[src/rtl/pipelined_alu.sv]
// Fixed-latency pipelined ALU: result computed in stage 1, then delayed.
// Optional multiplier enabled by defining ALU_MUL_EN.
module pipelined_alu #(
  parameter int WIDTH   = 32,
  parameter int LATENCY = 2
) (
  input  logic             clk,
  input  logic             reset,
  input  logic             go,
  input  logic [2:0]       op,
  input  logic [WIDTH-1:0] left,
  input  logic [WIDTH-1:0] right,
  output logic [WIDTH-1:0] out,
  output logic             carry,
  output logic             valid
);

  typedef struct packed {
    logic             c;
    logic [WIDTH-1:0] d;
  } stg_t;

  localparam logic [2:0] OP_ADD = 3'd0;
  localparam logic [2:0] OP_SUB = 3'd1;
  localparam logic [2:0] OP_MUL = 3'd2;
  localparam logic [2:0] OP_AND = 3'd3;
  localparam logic [2:0] OP_OR  = 3'd4;
  localparam logic [2:0] OP_XOR = 3'd5;
  localparam logic [2:0] OP_NOT = 3'd6;

  logic [WIDTH:0] w_sum;
  logic [WIDTH:0] w_dif;
  stg_t           w_res;
`ifdef ALU_MUL_EN
  logic [2*WIDTH-1:0] w_prod;
`endif

  stg_t r_stg [LATENCY];
  logic r_vld [LATENCY];

  assign w_sum = {1'b0, left} + {1'b0, right};
  // borrow appears as the top bit of the widened difference
  assign w_dif = {1'b0, left} - {1'b0, right};
`ifdef ALU_MUL_EN
  assign w_prod = {{WIDTH{1'b0}}, left}
                * {{WIDTH{1'b0}}, right};
`endif

  always_comb begin
    w_res = '0;
    case (op)
      OP_ADD: w_res = {w_sum[WIDTH], w_sum[WIDTH-1:0]};
      OP_SUB: w_res = {w_dif[WIDTH], w_dif[WIDTH-1:0]};
`ifdef ALU_MUL_EN
      OP_MUL: w_res = {|w_prod[2*WIDTH-1:WIDTH],
                       w_prod[WIDTH-1:0]};
`endif
      OP_AND: w_res = {1'b0, left & right};
      OP_OR:  w_res = {1'b0, left | right};
      OP_XOR: w_res = {1'b0, left ^ right};
      OP_NOT: w_res = {1'b0, ~left};
      default: w_res = '0;
    endcase
  end

  always_ff @(posedge clk or negedge reset) begin
    if (!reset) begin
      for (int k = 0; k < LATENCY; k++) begin
        r_stg[k] <= '0;
        r_vld[k] <= 1'b0;
      end
    end else begin
      r_vld[0] <= go;
      if (go) r_stg[0] <= w_res;
      for (int k = 1; k < LATENCY; k++) begin
        r_vld[k] <= r_vld[k-1];
        if (r_vld[k-1]) r_stg[k] <= r_stg[k-1];
      end
    end
  end

  assign out   = r_stg[LATENCY-1].d;
  assign carry = r_stg[LATENCY-1].c;
  assign valid = r_vld[LATENCY-1];

endmodule

[config.mk]
export PLATFORM = sky130hd
export DESIGN_NAME = pipelined_alu
export DESIGN_NICKNAME = d
export VERILOG_FILES = /design/src/rtl/pipelined_alu.sv
export SDC_FILE = /design/constraint.sdc
export NUM_CORES = 1
export LEC_CHECK = 0
export CORE_UTILIZATION = 38
export CTS_BUF_LIST = sky130_fd_sc_hd__clkbuf_2 sky130_fd_sc_hd__clkbuf_4 sky130_fd_sc_hd__clkbuf_8
export CTS_CLUSTER_SIZE = 28
export DETAILED_ROUTE_END_ITERATION = 8
export GPL_TIMING_DRIVEN = 0
export SYNTH_ARGS = -nofsm -noshare
export SYNTH_HDL_FRONTEND = slang
export SYNTH_SLANG_ARGS = --single-unit
[constraint.sdc]
create_clock -name clk -period 1.5 [get_ports clk]
set_input_delay 0.15 -clock clk [delete_from_list [all_inputs] [get_ports clk]]
set_output_delay 0.15 -clock clk [all_outputs]
set_load 0.005 [all_outputs]
Word level (Yosys, flattened, before mapping)
Cells that the tools add are included.
{"block": "op_classes", "n_addsub": 2, "mul": 0, "n_div": 0, "order_cmp": 0, "eq_ne": 5, "n_shift": 0, "n_mux": 1, "bitwise": 4, "n_reduce_logical": 1}
{"op": "$pmux W33 S6", "count": 1}
{"op": "$add A32 B32 Y33", "count": 1}
{"op": "$sub A32 B32 Y33", "count": 1}
{"op": "$and A32 B32 Y32", "count": 1}
{"op": "$not A32 Y32", "count": 1}
{"op": "$or A32 B32 Y32", "count": 1}
{"op": "$xor A32 B32 Y32", "count": 1}
{"op": "$eq A3 B3 Y1 const B", "count": 3}
{"op": "$eq A3 B1 Y1 const B", "count": 1}
{"op": "$eq A3 B2 Y1 const B", "count": 1}
{"op": "$logic_not A3 Y1", "count": 1}
{"block": "totals", "regBits": 68, "latchBits": 0, "ramBits": 0, "mem_bits_ro": 0, "in_bits": 70, "output_inout_bits": 34, "wordCells": 19, "n_memories": 0}

Logic depth before layout (Yosys ltp)
{"block": "logic_depth", "word_depth": 2, "depth_mapped": 18, "depth_no_buf": 16}

Worst setup path after synthesis
Ideal clock, no wire load.
{"block": "synth_path", "path_type": "input -> register", "start": "input port op[1]", "end": "register r_stg[58] (netlist name)", "setup_ns": 0.126, "arrival_time_ns": 3.439, "required_ns": 1.374, "setup_slack_ns": -2.065, "path_stages": 17, "n_path_buf": 3, "path_cell_list": "clkbuf_1 -> nor2_1 -> and2_1 -> clkbuf_1 -> clkbuf_1 -> nor2_1 -> xnor2_1 -> ha_1 -> or2_2 -> a31oi_1 -> a21oi_1 -> a211oi_2 -> a211oi_2 -> o21ai_1 -> a21oi_2 -> xnor2_1 -> a221o_1"}
{"block": "synth_between", "elab_chain_cells": 2, "elab_cells_between_ends": 7, "classes_between": "eq/ne: 5; mux: 1; reduce/logical: 1"}
{"item": "from (decl)", "line": "10", "text": "input logic [2:0] op,"}
{"item": "$eq A3 B3 Y1, or another cell as far along", "line": "51", "text": "case (op)"}
{"item": "$pmux W33 S6 *", "line": "51"}
{"item": "to (signal, indexed assignment)", "line": "77", "text": "if (r_vld[k-1]) r_stg[k] <= r_stg[k-1];"}
{"item": "to (decl)", "line": "38", "text": "stg_t r_stg [LATENCY];"}
Every way passes the cells marked *; elsewhere a longest branch is shown, timed or not.
A chain may end at the register's enable or synchronous reset.

Worst setup path in the final report
{"block": "layout_path", "start": "input port right[5]", "end": "register r_stg[61] (netlist name)"}
{"block": "layout_between", "elab_chain_cells": 2, "elab_cells_between_ends": 3, "classes_between": "add/sub: 2; mux: 1"}
{"item": "from (decl)", "line": "12", "text": "input logic [WIDTH-1:0] right,"}
{"item": "$sub A32 B32 Y33 or $add A32 B32 Y33 (tied branches)", "line": "43, 41"}
{"item": "$pmux W33 S6 *", "line": "51"}
Marks and branches as above.

==> results.md <==
Outcome:
- The run finished, with violations left.
- The checks that failed: negative setup slack.

Synthesis:
- Of the synthesized area, sequential elements account for 0.244.
- Of the total synthesized cell area, the portion taken by AND, OR, NAND and NOR gates is 0.124.
- The fraction of the mapped netlist area in compound gates came to 0.231.
- Yosys printed 0 warnings.
- After technology mapping, the gate count stands at a little over 800.
- The count of distinct cell types in the synthesized netlist is 70.
- The share of flip-flops with an asynchronous set or reset after synthesis is 1.00.
- The synthesized area per cell is 8.42 µm².
- Yosys mapped a number of flops with a built-in enable equal to 0.
- The fraction of the mapped netlist area in adder cells is 0.177.
- When the netlist entered floorplanning its net count stood at about 1,000.
- In this run the cell area of the synthesized design comes to 6980 µm².
- In this run, synthesis produced a sequential element count of 68.
- Among all flip-flop cells after synthesis, the most frequent one is dfrtp_1.
- The largest family of logic cells by synthesized area is compound AO/OA/AOI/OAI gates.
- Of the total synthesized cell area, the portion taken by XOR and XNOR cells is 0.0678.
- Of the post-synthesis cell area, the part taken by muxes is 0.0633.

Setup path:
- The critical path class is input pin to flip-flop.
- The critical path capture point type is a flip-flop.
- At the worst endpoint, the required time is 1.71 ns.
- Measured in cells, the most critical reg-to-reg path has a length of 3.
- The reg-to-reg startpoint is r_vld[1].
- The launch point of the worst path is right[5].
- STA puts the critical path data arrival time at roughly 3.7 ns.
- The worst setup path is launched from an input pin.
- The maximum net fanout on the critical path is 6.

Detailed routing:
- In the final routed layout, each cell accounts on average for ~19 µm.
- The highest layer touched by signal routing is met4.
- After detailed routing, the met2 layer carries around 11,000 µm of wire.
- The length of routed wiring on met1 is ~11,000 µm.
- The first routing iteration left around 570 violations.
- The routed design uses between 1000 and 1500 µm of met3 wire.
- In the routed design, unresolved DRC markers number 0.
- Dividing the detail-routed via count by the number of cells gives roughly 5.5.
- The total length of routed wires is about 23,000 µm.
- The first-pass detailed-route iteration total is 5.
- The detail route stage leaves a number of antenna-violating nets equal to 0.
- For this block, the via count after detailed routing is a little under 7,000.

Final layout:
- In the final layout, the multi-input gates occupy approximately 5500 µm².
- The number of filler instances in the final layout is ~1,600.
- Relative to the synthesized area, the layout overhead comes to 44.6%.
- The non-filler instance count after layout is between 1,000 and 1,500.
- The total inserted antenna cells is 0.
- The fraction of layout cells with a size suffix above 1 is 0.317.
- With fillers left out, the area of the finished cells amounts to just over 10,000 µm².
- The library cell used most frequently in the layout, excluding fill and tap cells, is a21oi_1.
- Leaving out fill and tap cells, the most frequent cells in the layout are a21oi_1 (90), ha_1 (86), buf_4 (85), inv_1 (69), clkdlybuf4s50_1 (69).
- At the end of the flow, the number of nets in the layout was about 1,200.
- The sequential cells in the finished layout cover a total of roughly 1700 µm².

GRT:
- The number of antenna violations at the first check in global routing is 0.
- The overall track demand over capacity in global routing is 0.247.
- The number of global-route vias before repair was approximately 6,400.
- The pin count of the biggest net entering global routing is 69.
- Global routing finished with a remaining overflow of 0.
- The global-route wire length before repair is roughly 35,000 µm.

Min path:
- The startpoint identified for the worst hold timing path is go.
- The number of cells on the worst hold path is 1.
- In this run the worst hold path is classified as input pin to flip-flop.

Timing:
- The total negative slack is -42.61 ns.
- The routed design could run at a clock period as short as ~3.5 ns.
- Hold timing on the final database bottoms out at a slack of roughly 0.28 ns.
- For this run, the top clock speed supported by timing is between 0.2 and 0.3 GHz.
- The relative slew slack is 0.236.
- Setup violations remaining at the end of the flow were counted as 32.
- The final count of pins violating max slew came to 0.
- Setup repair after global routing could not meet its margin everywhere.
- Dividing the final minimum period by the clock period gives 2.32.
- Once routing completed, OpenROAD measured the worst setup slack at -1.97 ns.
- The hold violation total from the final report is 0.
- At the pin with the least slew margin, the transition time is between 1 and 1.5 ns.
- Clock skew on the completed layout was measured at between 0.009 and 0.01 ns.

Power and ir drop:
- IR analysis of the VDD net gives a maximum drop of between 400 and 500 µV.
- The static leakage power is just under 5 nW.
- The cell area power density is about 740 nW/µm².
- The design draws 7.51 mW.

Clocking:
- At the later pin of the worst-skew pair, clock insertion delay measures approximately 0.35 ns.
- The clock drives slightly below 70 sinks.
- The root buffer cell is clkbuf_8.
- The clock transition time at the flip-flop clock pins of the worst setup and hold paths is around 0.080 ns.
- The number of buffers created by CTS is 9.
- The longest clock path from root to sink contains 2 buffers.
- The clock tree from TritonCTS is built.
- The clock tree synthesis step divided the H-tree into 3 levels.

Floorplan:
- The die covers 18,900 µm².
- In this run the vertical extent of the chip is around 140 µm.
- The die outline width is ~140 µm.
- After floorplanning, the core was divided into slightly below 50 placement rows.
- The initial utilization of the core area, before any placement, comes to 0.389.
- The region available for standard cell placement spans roughly 18,000 µm².
- The I/O pin count is ~100.

Place:
- The congestion estimate from routability-driven global placement came to 0.923.
- Port buffering added about 100 buffers.
- After detailed placement, the total cell area comes to around 8500 µm².
- The HPWL after detailed placement is about 16,000 µm.
- The number of cells after detailed placement is ~1,200.

Job:
- Across the run, the number of max-cap violations was 0.
[metal layers]
| layer | track usage | vias to the layer above |
|---|---|---|
| met5 | 0 | - |
| met4 | 0.0690 | 0 |
| met3 | 0.0254 | 24 |
| met2 | 0.395 | 185 |
| met1 | 0.349 | 3320 |
| li1 | - | 3250 |
[cell families after synthesis]
group           Yosys count
buf+inv                 142
simple gates            174
flops                    68
xor+xnor                 54
compound gates          253
fa+ha+maj                98
mux                      40
[registers in the layout, indices dropped and copies added (netlist names)]
register,flops
carry,1
out,32
r_stg,33
r_vld,1
valid,1
[final timing paths]
kind	to	slack, ns
setup / recovery	r_stg[61]	-1.97
hold / removal	r_vld[1]	0.28
setup reg to reg	out[1]	0.17
hold reg to reg	valid	0.38
max in group asynchronous	r_stg[34]	0.48
min in group asynchronous	out[26]	0.46
[cell usage after synthesis, drive strengths merged (3+ instances only)]
master / count / share of area
clkbuf: 26 / 0.014
a22o: 7 / 0.0088
nand3: 21 / 0.016
nor2: 66 / 0.035
or2: 3 / 0.0027
mux2: 33 / 0.053
nand2b: 9 / 0.0081
o21ai: 38 / 0.027
inv: 74 / 0.040
nor4: 4 / 0.0066
o21a: 3 / 0.0032
o31ai: 7 / 0.0082
a21o: 17 / 0.018
o22ai: 5 / 0.0045
xor2: 11 / 0.014
a22oi: 3 / 0.0032
nor3: 9 / 0.0095
a31o: 3 / 0.0038
xnor2: 43 / 0.054
nor2b: 10 / 0.0090
a31oi: 11 / 0.011
nand2: 33 / 0.018
a221o: 5 / 0.0072
and2: 4 / 0.0036
o2bb2ai: 8 / 0.010
a211oi: 11 / 0.013
ha: 97 / 0.17
mux2i: 7 / 0.010
and3: 7 / 0.0063
a221oi: 3 / 0.0038
a21oi: 113 / 0.082
dfrtp: 68 / 0.24
buf: 42 / 0.041
[metrics by stage]
| stage | util | setup WS, ns |
|---|---|---|
| 2_1_floorplan | - | -1.82 |
| 3_3_place_gp | 0.475 | -3.00 |
| 3_5_place_dp | 0.475 | -3.02 |
| 4_1_cts | 0.535 | -2.14 |
| 5_1_grt | 0.562 | -2.12 |
| 6_report | 0.562 | -1.97 |
[critical path: stages]
cell	delay, ns
buf_8	0.10
or4_4	0.55
nor4_4	0.16
buf_4	0.17
nand2_2	0.08
o41ai_4	0.27
xnor2_1	0.18
ha_2	0.36
nand3_4	0.11
nor2_2	0.05
a32oi_2	0.19
nand3_2	0.11
a311o_2	0.39
a2111oi_4	0.41
nor2_2	0.11
xnor2_1	0.20
o21ai_1	0.08
[power breakdown]
part           switching (mW)  internal, mW
Clock                   0.752         0.666
Combinational            1.82          1.97
Sequential              0.175          2.13
Total                    2.75          4.77
[what timing repair did]
| item | in CTS | in global routing |
|---|---|---|
| gates resized for setup | 162 | 89 |
| hold endpoints to repair | 68 | 0 |
| pin swaps | 76 | 54 |
| hold buffers | 1 | 0 |
| endpoints found under the setup margin | 64 | 76 |
| setup buffers | 50 | 19 |
[layout make-up]
type / instances / share of cell area
buffer: 64 / 0.0477
clock buffer: 11 / 0.0144
clock inverter: 5 / 0.00359
inverter: 74 / 0.0283
multi-input combinational: 619 / 0.541
sequential: 68 / 0.169
tap: 229 / 0.0284
timing repair buffer: 172 / 0.168
No activity file was read; power rests on OpenSTA's default activity.
